### config.mk
export PLATFORM = sky130hd
export DESIGN_NAME = apu_note_sequencer
export DESIGN_NICKNAME = d
export VERILOG_FILES = /design/src/rtl/apu_note_sequencer.sv
export SDC_FILE = /design/constraint.sdc
export NUM_CORES = 1
export LEC_CHECK = 0
export ABC_AREA = 1
export BUFFER_PORTS_ARGS = -buffer_cell sky130_fd_sc_hd__buf_2
export CAP_MARGIN = 15
export CORE_MARGIN = 2
export CORE_UTILIZATION = 55
export DETAILED_ROUTE_END_ITERATION = 8
export GPL_TIMING_DRIVEN = 0
export PLACE_DENSITY = 0.73
export SLEW_MARGIN = 15
export SYNTH_ARGS = -nofsm -noshare
export SYNTH_HDL_FRONTEND = slang
export SYNTH_SLANG_ARGS = --single-unit
### constraint.sdc
create_clock -name clk -period 4.7 [get_ports clk]
set_input_delay 0.705 -clock clk [delete_from_list [all_inputs] [get_ports clk]]
set_output_delay 0.705 -clock clk [all_outputs]
set_load 0.005 [all_outputs]
### src/rtl/apu_note_sequencer.sv
// apu_note_sequencer: buffers note commands in a FIFO and replays each as a four-write APU register burst,
// with per-channel tick-driven duration counters that trigger automatic key-off writes.
module apu_note_sequencer #(
    parameter int FIFO_DEPTH = 4
) (
    input  logic                          clk,
    input  logic                          reset,
    input  logic                          cmd_valid,
    output logic                          cmd_ready,
    input  logic [1:0]                    cmd_chan,
    input  logic [2:0]                    cmd_wave,
    input  logic [15:0]                   cmd_freq,
    input  logic [7:0]                    cmd_vol,
    input  logic [15:0]                   cmd_dur,
    input  logic                          tick,
    output logic [7:0]                    apu_addr,
    output logic [15:0]                   apu_wdata,
    output logic                          apu_we,
    output logic [3:0]                    ch_active,
    output logic [3:0]                    ch_done,
    input  logic [3:0]                    done_clr,
    output logic [$clog2(FIFO_DEPTH):0]   fifo_count,
    output logic                          busy
);
    localparam int AW = $clog2(FIFO_DEPTH);
    localparam logic [AW:0] FULL = (AW+1)'(FIFO_DEPTH);
    localparam logic [2:0] IDLE = 3'd0, KOFF = 3'd1, W_FLO = 3'd2, W_FHI = 3'd3, W_VOL = 3'd4, W_CTRL = 3'd5;

    logic [2:0]    state;
    logic [44:0]   mem [FIFO_DEPTH];
    logic [AW-1:0] wptr, rptr;
    logic [1:0]    ch, koff_sel;
    logic [2:0]    wave;
    logic [15:0]   freq, dur;
    logic [7:0]    vol;
    logic [3:0]    keyoff_pending;
    logic [15:0]   remaining [4];
    logic          push, pop;

    assign cmd_ready = fifo_count < FULL;
    assign push      = cmd_valid && cmd_ready;
    assign pop       = state == IDLE && keyoff_pending == 4'd0 && fifo_count != '0;
    assign busy      = state != IDLE;
    assign apu_we    = busy;

    always_comb begin
        koff_sel = 2'd0;
        for (int i = 3; i >= 0; i--)
            if (keyoff_pending[i]) koff_sel = 2'(i);
    end

    // Register offsets within a channel's 8-byte window: 0 ctrl, 1 freq lo, 2 freq hi, 3 volume.
    always_comb begin
        apu_addr  = state == IDLE ? 8'h00 :
                    {3'b000, ch, state == W_FLO ? 3'd1 : state == W_FHI ? 3'd2 : state == W_VOL ? 3'd3 : 3'd0};
        apu_wdata = state == W_FLO  ? {8'h00, freq[7:0]} :
                    state == W_FHI  ? {8'h00, freq[15:8]} :
                    state == W_VOL  ? {8'h00, vol} :
                    state == W_CTRL ? {12'h000, wave, 1'b1} : 16'h0000;
    end

    always_ff @(posedge clk)
        if (push) mem[wptr] <= {cmd_chan, cmd_wave, cmd_freq, cmd_vol, cmd_dur};

    always_ff @(posedge clk or posedge reset)
        if (reset) begin
            wptr       <= '0;
            rptr       <= '0;
            fifo_count <= '0;
        end else begin
            if (push) wptr <= wptr + 1'b1;
            if (pop) rptr <= rptr + 1'b1;
            fifo_count <= fifo_count + (AW+1)'(push) - (AW+1)'(pop);
        end

    // Pending key-offs are serviced before new notes are popped.
    always_ff @(posedge clk or posedge reset)
        if (reset) begin
            state <= IDLE;
            ch    <= 2'd0;
            wave  <= 3'd0;
            freq  <= 16'd0;
            vol   <= 8'd0;
            dur   <= 16'd0;
        end else begin
            case (state)
                IDLE:
                    if (|keyoff_pending) begin
                        ch    <= koff_sel;
                        state <= KOFF;
                    end else if (pop) begin
                        {ch, wave, freq, vol, dur} <= mem[rptr];
                        state <= W_FLO;
                    end
                W_FLO:   state <= W_FHI;
                W_FHI:   state <= W_VOL;
                W_VOL:   state <= W_CTRL;
                default: state <= IDLE;
            endcase
        end

    // A note load on the ctrl write overrides any same-edge tick for that channel; dur=0 sustains.
    always_ff @(posedge clk or posedge reset)
        if (reset) begin
            ch_active      <= 4'd0;
            ch_done        <= 4'd0;
            keyoff_pending <= 4'd0;
            for (int i = 0; i < 4; i++) remaining[i] <= 16'd0;
        end else begin
            for (int i = 0; i < 4; i++) begin
                if (state == W_CTRL && ch == 2'(i)) begin
                    remaining[i]      <= dur;
                    ch_active[i]      <= 1'b1;
                    keyoff_pending[i] <= 1'b0;
                    ch_done[i]        <= 1'b0;
                end else if (state == KOFF && ch == 2'(i)) begin
                    ch_active[i]      <= 1'b0;
                    keyoff_pending[i] <= 1'b0;
                    ch_done[i]        <= 1'b1;
                end else begin
                    if (done_clr[i]) ch_done[i] <= 1'b0;
                    if (tick && ch_active[i] && remaining[i] != 16'd0) begin
                        remaining[i] <= remaining[i] - 16'd1;
                        if (remaining[i] == 16'd1) keyoff_pending[i] <= 1'b1;
                    end
                end
            end
        end
endmodule

==> results.toml, run 1 <==
[setup_path]
r2r_setup_slack_ns = 2.18
critical_path_required_ns = 3.99
worstPathMaxFanout = 9
cpPeakStageDelay_ns = 0.50
worst_r2r_path_depth = 11
timing.rr.start = "state[2]$_DFFE_PP0P_"
critPathBufInv = 2
crit_family = "flip-flops"
worst_r2r_endpoint = "fifo_count[2]$_DFF_PP0_"
crit_path_end_kind = "output pin"
crit_end = "apu_wdata[2]"
worstSetupStartpoint = "state[2]$_DFFE_PP0P_"
slowest_stage = "dfrtp_1"
critical_path_arrival_ns = 2.18
crit_chain = "nor2_1 > nand2_1 > clkinv_1 > a22oi_1 > nand3_1 > buf_2"
cp-start-kind = "register"
crit_cells = 6
critPathKind = "reg2out"

[routing]
wire_per_inst_um = 17.8
drtAntennaViolNets = 0
routed_wl_um = 35600
viasPerCell = 5.51
drt_pre_antenna_iters = 6
drc = 0
drt_iter0_markers = 1053
vias = 11000

[global_route]
antenna_found_initial = 3
gr-usage-all-layers_pct = 26.0
grt_overflow_total = 0
grt_pass1_wl_um = 56600
grt_pass1_vias = 10800
grt_start_max_net_pins = 93

[cells_and_area]
drive_gt1_share_pct = 13.6
area_growth_syn_to_layout_pct = 14.7
multi_input_area_mm2 = 0.00496
seq_area_mm2 = 0.00868
fill_cells = 2108
design_area_mm2 = 0.0165
final_nets = 1708
instances_no_fill = 2003

[synthesis]
yosysMostFrequentCell = "nand2_1"
synthFlopType = "edfxtp_1"
synth_area_mm2 = 0.0144
synth-async-reset-ratio_pct = 42.1
ys_types = 35
yosys_warnings = 0
synth_edf_count = 180
yosysTopAreaCellShare_pct = 37.6
ys_seq_area_share_pct = 60.3
synth_area_leaders = "edfxtp_1, dfrtp_1, nand2_1"
synth.avg_cell_area_um2 = 9.53
syn-instance-count = 1510
yosys.area.top_type = "edfxtp_1"
synth_common_cells = "nand2_1, nor2_1, edfxtp_1"
ys_seq_elements = 311

[status]
status = "finished clean"

[clocking]
cts_tree = "built"
htree_levels = 2
clk_latency_ns = 0.53
cts_sinks = 311
cts_setup_buffers = 0
cts_root_buf = "clkbuf_16"
hold_buffers = 0
cts_made_buffers = 34
cts_resized = 0
cts.clk_slew.worst_paths_ns = 0.06
cts.path.max_buffers = 3

[sta]
fin_crit_sh_pct = 61.3
relSlewSlack_pct = 46.8
hold_violations = 0
rsz0062_at_grt = "no"
finalCriticalPeriod_ns = 2.88
setup-violations-final = 0
worst_pin_slew_ns = 0.797
slew_violations = 0
finClkSkew_ns = 0.0209
max_freq_mhz = 347
fin_ws_ns = 1.82

[power]
irDropWorstVdd_uv = 398
p_leak_uw = 0.00715
p_per_area_mw_per_mm2 = 665

[run]
drv_cap = 0

[floorplanning]
io_pins = 91
chipHeight_um = 166
die_w_um = 166
die_area_mm2 = 0.0275
initial_core_util_pct = 55.7
fp-row-count = 59
core_area_mm2 = 0.0258

[place]
dp_cells = 1940
place_ws_ns = 2.19
portBuffers = 78
gp_congestion = 0.914
postPlaceCellArea_mm2 = 0.0154
hpwl_um = 24600

[min_path]
worstHoldPathType = "in2async"
## metal layers
layer	vias to the layer above	global-route usage (%)	part of all wire (%)
met2	400	43.6	49
li1	5285	-	-
met3	88	5.10	7.2
met5	-	0	0.039
met4	4	9.83	3.5
met1	5264	33.7	41
## report_power, final
group | leakage, uW | internal (uW) | switching [uW] | total, uW
clock network | 0.000520 | 1480 | 1100 | 2580
logic | 0.00338 | 1500 | 2700 | 4200
registers | 0.00325 | 3650 | 553 | 4200
total | 0.00715 | 6620 | 4350 | 11000
## cell usage in the layout (no fill, tap or decap), types with 34 or more instances in the layout
cell type	netlist	final
clkbuf_16	0	34
dfrtp_1	131	131
o22ai_1	43	43
nand2_1	358	358
nor2_1	229	225
inv_1	107	106
clkbuf_1	28	37
edfxtp_1	180	180
nand3_1	107	107
buf_2	18	96
o21ai_0	131	131
## registers in the layout, indices dropped and copies added (netlist names)
name and cells:
mem 180, fifo_count 3, vol 8, ch 2, dur 16, ch_done 4
wave 3, rptr 2, wptr 2, keyoff_pending 4, freq 16, remaining 64
ch_active 4, state 3
## metrics by stage
stage	power, uW	utilization (%)	hold slack [ns]	TNS (ns)
6_report	11000	63.9	0.166	0
5_1_grt	11700	63.8	0.185	0
4_1_cts	11000	63.8	0.172	0
3_5_place_dp	8380	59.7	0.482	0
3_3_place_gp	8200	59.0	0.476	-160.64
2_1_floorplan	6990	-	0.465	0
## cells by family (layout without fill, tap and decap cells)
kind of cell,count (synthesis),after routing,share of synthesized area [%]
AOI/OAI and AO/OA,215,215,7.90
xor gates and xnor gates,24,24,1.46
adders and majority gates,14,14,1.27
buffers and inverters,184,329,5.66
DFF,311,311,60.3
muxes,33,33,2.58
other,1,14,0.0261
and+or+nand+nor,728,728,20.8
## area by class of cell
class	instances	share of cell area [%]
diodes	2	0.0303
clock buffers	44	5.45
repair buffers	84	3.23
plain buffers	69	2.32
well taps	335	2.54
multi-input cells	1026	30.1
inverters	115	2.66
clock inverters	17	1.05
flip-flops and latches	311	52.6
## how the worst min path moves through the flow
| stage | start | to | slack [ns] |
|---|---|---|---|
| final | reset | remaining[54]$_DFFE_PP0P_ | 0.17 |
| after global routing | reset | ch_active[1]$_DFFE_PP0N_ | 0.18 |
| after CTS | reset | remaining[54]$_DFFE_PP0P_ | 0.17 |
| after detailed placement | vol[4]$_DFFE_PP0P_ | vol[4]$_DFFE_PP0P_ | 0.48 |
| after global placement | vol[5]$_DFFE_PP0P_ | vol[5]$_DFFE_PP0P_ | 0.48 |
| after floorplan | vol[2]$_DFFE_PP0P_ | vol[2]$_DFFE_PP0P_ | 0.46 |
Note: power is estimated with default switching activity, not from simulation.
==> run 2: changes to the inputs <==
==> constraint.sdc (replaced) <==
create_clock -name clk -period 2.9 [get_ports clk]
set_input_delay 0.435 -clock clk [delete_from_list [all_inputs] [get_ports clk]]
set_output_delay 0.435 -clock clk [all_outputs]
set_load 0.005 [all_outputs]
==> run 2 against run 1 <==
Net effect:
- sequential power increased by 62%
- sequential cell count unchanged
- routed wire length shrank 1.3%
- non-clock buffer count grew 4
- power rose by 63%
- first-iteration DRC count down 4.8%
- critical path depth did not move
- via count shrank 0.18%
- setup slack worse by 1.5 ns
- critical path type unchanged
- highest routed layer unchanged
==> results.toml, run 2 (synthesis results as in run 1) <==
[clocking]
cts.path.max_buffers = 3
htree_levels = 2
cts_root_buf = "clkbuf_16"
cts_sinks = 311
clk_latency_ns = 0.52
cts.clk_slew.worst_paths_ns = 0.06
cts_tree = "built"
cts_resized = 0
cts_made_buffers = 35

[sta]
fin_crit_sh_pct = 89.3
max_freq_mhz = 386
fin_ws_ns = 0.311
setup_tns_ns = 0
worst_pin_slew_ns = 0.840
slew_violations = 0
relSlewSlack_pct = 43.9
setup-violations-final = 0
rsz0062_at_grt = "no"
finalCriticalPeriod_ns = 2.59
hold_violations = 0
finClkSkew_ns = 0.0109

[power]
p_per_area_mw_per_mm2 = 1080
irDropWorstVdd_uv = 772
p_leak_uw = 0.00720
design_power_total_uw = 17900

[cells_and_area]
final_common_cell = "nand2_1"
largest_register_ffs = 180
mostFrequentLayoutCells = "nand2_1, nor2_1, edfxtp_1, o21ai_0, dfrtp_1"
top_register = "mem"
final_nets = 1713
fill_cells = 2060
area_growth_syn_to_layout_pct = 15.3
instances_no_fill = 2009
reg_top3 = "mem x180, remaining x64"
drive_gt1_share_pct = 14.0

[routing]
drtAntennaViolNets = 0
routed_wl_um = 35200
drc = 0
drt_pre_antenna_iters = 5
wire_per_inst_um = 17.5
drt_iter0_markers = 1002
vias = 11000
viasPerCell = 5.49

[min_path]
worstHoldStart = "cmd_vol[5]"
worstHoldPathType = "in2reg"

[global_route]
antenna_found_initial = 3
grt_overflow_total = 0
grt_start_max_net_pins = 32
grt_pass1_vias = 10500
grt_pass1_wl_um = 55700
gr-usage-all-layers_pct = 25.6

[floorplanning]
io_pins = 91
die_w_um = 166
fp-row-count = 59
chipHeight_um = 166
core_area_mm2 = 0.0258
die_area_mm2 = 0.0275
initial_core_util_pct = 55.7

[place]
dp_cells = 1943
place_ws_ns = 0.380
gp_congestion = 0.921
portBuffers = 78
hpwl_um = 24800

[setup_path]
crit_family = "flip-flops"
critical_path_arrival_ns = 2.15
slowest_stage = "dfrtp_1"
crit_chain = "nor2_1 > nand2_1 > clkinv_1 > a22oi_1 > nand3_1 > buf_2"
worstSetupStartpoint = "state[2]$_DFFE_PP0P_"
cp-start-kind = "register"
critPathKind = "reg2out"
cpPeakStageDelay_ns = 0.50
crit_path_end_kind = "output pin"
timing.rr.start = "keyoff_pending[3]$_DFFE_PP0P_"
worstPathMaxFanout = 9
critical_path_required_ns = 2.47
critPathBufInv = 2

[status]
status = "finished clean"

[run]
drv_cap = 0
-- run 2: cell count changes in the layout (fill, tap and decap cells not counted), sizes merged --
cell,before,now
clkinv,13,12
buf,125,128
dlygate4sd3,0,1
inv,116,115
clkbuf,72,74
clkinvlp,1,3
-- run 2: what timing repair did --
action,CTS,global route
hold buffers,1,0
endpoints found under the hold margin,20,0
setup buffers,0,0
-- run 2: cell type report --
| type | count | area, um2 | area share (%) |
|---|---|---|---|
| clock inverter | 17 | 158 | 0.950 |
| tap | 335 | 419 | 2.53 |
| sequential | 311 | 8680 | 52.3 |
| antenna | 2 | 5.00 | 0.0302 |
| inverter | 115 | 435 | 2.62 |
| timing repair buffer | 88 | 603 | 3.63 |
| multi-input combinational | 1026 | 4960 | 29.9 |
| clock buffer | 46 | 947 | 5.71 |
| buffer | 69 | 383 | 2.31 |
-- run 2: routing by layer --
metal | vias to the layer above | part of all wire (%) | GRT usage (%)
met1 | 5245 | 41 | 33.0
li1 | 5314 | - | -
met3 | 84 | 7.2 | 4.36
met5 | - | 0.037 | 0
met4 | 2 | 3.9 | 10.5
met2 | 376 | 48 | 43.4
-- run 2: report_power, final --
| part | internal, uW | switching, uW |
|---|---|---|
| registers | 5910 | 897 |
| clock network | 2500 | 1770 |
| logic | 2430 | 4350 |
-- run 2: through the flow --
| step | utilization [%] | area, um2 | hold slack [ns] |
|---|---|---|---|
| 2_1_floorplan | - | 14400 | 0.465 |
| 3_3_place_gp | 59.0 | 15200 | 0.474 |
| 3_5_place_dp | 59.9 | 15500 | 0.481 |
| 4_1_cts | 64.2 | 16600 | 0.109 |
| 5_1_grt | 64.2 | 16600 | 0.119 |
| 6_report | 64.2 | 16600 | 0.123 |
-- run 2: worst paths after layout --
kind | slack (ns) | to | cells past startpoint
max in group asynchronous | 1.39 | remaining[62]$_DFFE_PP0P_ | 6
worst max-delay path | 0.31 | apu_wdata[2] | 6
worst max register to register | 0.33 | fifo_count[1]$_DFF_PP0_ | 11
min in group asynchronous | 0.52 | fifo_count[0]$_DFF_PP0_ | 3
worst min-delay path | 0.12 | mem[0][21]$_DFFE_PP_ | 1
worst min register to register | 0.49 | vol[4]$_DFFE_PP0P_ | 1
-- run 2: worst register-to-register path: stages (launching register included) --
cell and delay, ns:
dfrtp_1 0.41, nor2_1 0.26, nand2_1 0.19, nor2_4 0.15, nand2_1 0.10, buf_4 0.21
buf_2 0.20, xor2_1 0.16, ha_1 0.18, inv_1 0.06, fa_1 0.51, inv_1 0.04
==> run 3: changes to the inputs <==
--- a/config.mk
+++ b/config.mk
@@ -11,8 +11,7 @@
 export CORE_MARGIN = 2
 export CORE_UTILIZATION = 55
 export DETAILED_ROUTE_END_ITERATION = 8
-export GPL_TIMING_DRIVEN = 0
-export PLACE_DENSITY = 0.73
+export PLACE_DENSITY = 0.76
 export SLEW_MARGIN = 15
 export SYNTH_ARGS = -nofsm -noshare
 export SYNTH_HDL_FRONTEND = slang
==> constraint.sdc (replaced) <==
create_clock -name clk -period 2.2 [get_ports clk]
set_input_delay 0.33 -clock clk [delete_from_list [all_inputs] [get_ports clk]]
set_output_delay 0.33 -clock clk [all_outputs]
set_load 0.005 [all_outputs]
==> run 3 against run 2 <==
Net effect:
- clock skew is 0.028 ns higher
- sequential share of layout area is 0.50 points higher
- hold slack worse by 0.10 ns
- sequential cell count stayed put
- global-route usage is 1.2 points lower
- register-to-register slack worse by 0.19 ns
- via count is 0.88% lower
- clock power is 33% higher
- non-clock buffer count is 43 lower
- largest cell class unchanged
==> results.toml, run 3 (synthesis results as in run 1) <==
[power]
p_leak_uw = 0.00710
irDropWorstVdd_uv = 892
design_power_total_uw = 23500
p_per_area_mw_per_mm2 = 1430

[sta]
finClkSkew_ns = 0.0384
setup-violations-final = 0
finalCriticalPeriod_ns = 2.15
fin_ws_ns = 0.0531
relSlewSlack_pct = 66.6
max_freq_mhz = 466
fin_crit_sh_pct = 97.6
slew_violations = 0
worst_pin_slew_ns = 0.495
hold_violations = 0

[cells_and_area]
final_nets = 1669
largest_register_ffs = 180
mostFrequentLayoutCells = "nand2_1, nor2_1, edfxtp_1, o21ai_0, dfrtp_1"
reg_top3 = "mem x180, remaining x64"
final_common_cell = "nand2_1"
final_util_pct = 63.6
drive_gt1_share_pct = 14.7
area_growth_syn_to_layout_pct = 14.3
top_register = "mem"

[global_route]
grt_pass1_wl_um = 53900
grt_overflow_total = 0
antenna_found_initial = 3
use_met3_pct = 5.08
busiest_layer = "met2"
grt_use_met2_pct = 41.2
grt_start_max_net_pins = 67
met1_usage_pct = 31.4
grt_pass1_vias = 10500
gr-usage-all-layers_pct = 24.4

[floorplanning]
core_area_mm2 = 0.0258
initial_core_util_pct = 55.7
chipHeight_um = 166
io_pins = 91
die_w_um = 166
die_area_mm2 = 0.0275
fp-row-count = 59

[place]
hpwl_um = 22200
gp_congestion = 0.936
portBuffers = 78
place_ws_ns = 0.181

[setup_path]
critical_path_arrival_ns = 1.82
crit_path_end_kind = "output pin"
worstPathMaxFanout = 5
cp-start-kind = "register"
worst_r2r_path_depth = 10
critical_path_required_ns = 1.87
critPathKind = "reg2out"

[status]
status = "finished clean"

[run]
drv_cap = 0

[routing]
routed_wl_um = 33900
drc = 0
viasPerCell = 5.56
vias = 10900
drtAntennaViolNets = 0
drt_iter0_markers = 971
drt_pre_antenna_iters = 5
wire_per_inst_um = 17.3

[clocking]
cts.clk_slew.worst_paths_ns = 0.06
cts_made_buffers = 34
htree_levels = 2
cts_sinks = 311
clk_latency_ns = 0.53
cts.path.max_buffers = 3
cts_root_buf = "clkbuf_16"
cts_tree = "built"

[min_path]
worstHoldPathType = "in2reg"
holdPathStages = 1
-- run 3: changes by cell type in the layout (fill, tap and decap cells not counted), moves of 3 or more --
cell,change
buf_2,-18
nand2_2,+5
buf_4,+8
buf_6,-4
clkbuf_8,+3
clkbuf_1,-33
inv_1,-4
buf_16,-3
nand2_1,-5
-- run 3: where the power goes --
group / switching (uW) / leakage, uW / internal [uW] / total, uW
registers: 1190 / 0.00324 / 7790 / 8980
clock network: 2340 / 0.000555 / 3310 / 5660
logic: 5630 / 0.00330 / 3190 / 8820
total: 9170 / 0.00710 / 14300 / 23500
-- run 3: metrics by stage --
step	cell area, um2	hold WS [ns]	TNS (ns)	std cells
after floorplan	14400	0.429	-148.67	1521
after global placement	15200	0.364	0	1898
after detailed placement	15200	0.369	0	1898
after CTS	16400	0.00598	-0.0222	1961
after global routing	16400	0.0154	-0.0178	1963
final	16400	0.0207	0	1964
-- run 3: final cells by class --
type                       instances  area [um2]
tap                              335         419
inverter                         115         445
clock buffer                      43         945
clock inverter                    19         189
sequential                       311        8690
multi-input combinational       1026        4990
timing repair buffer             114         763
antenna                            1        2.50
fill                            2065        9390
-- run 3: worst max-delay path, cell delays in order (launching register included) --
cell     delay [ns]
dfrtp_2        0.45
nand2_2        0.11
inv_1          0.09
nand2_1        0.14
inv_2          0.08
a21oi_2        0.16
nand3_1        0.11
buf_2          0.15
-- run 3: per-layer routing --
layer  vias up  routed length [um]
met5         -                  29
met4         4                1100
li1       5204                   -
met2       348               16600
met3        87                2240
met1      5281               14000
-- run 3: path summary, 6_finish.rpt --
check,slack (ns),to,from
setup / recovery,0.05,apu_wdata[0],state[0]$_DFFE_PP0P_
hold / removal,0.02,mem[0][41]$_DFFE_PP_,cmd_wave[1]
setup reg to reg,0.14,remaining[48]$_DFFE_PP0P_,state[1]$_DFFE_PP0P_
hold reg to reg,0.49,vol[6]$_DFFE_PP0P_,vol[6]$_DFFE_PP0P_
max in group asynchronous,1.20,remaining[62]$_DFFE_PP0P_,reset
min in group asynchronous,0.40,wptr[0]$_DFFE_PP0P_,reset
-- run 3: repair_timing --
| action | 4_1_cts | 5_1_grt |
|---|---|---|
| buffers inserted | 0 | 2 |
| pin swaps | 0 | 1 |
| endpoints found under the setup margin | 8 | 9 |
| resized for setup | 6 | 12 |
| hold endpoints to repair | 11 | 0 |
| hold buffers | 1 | 0 |
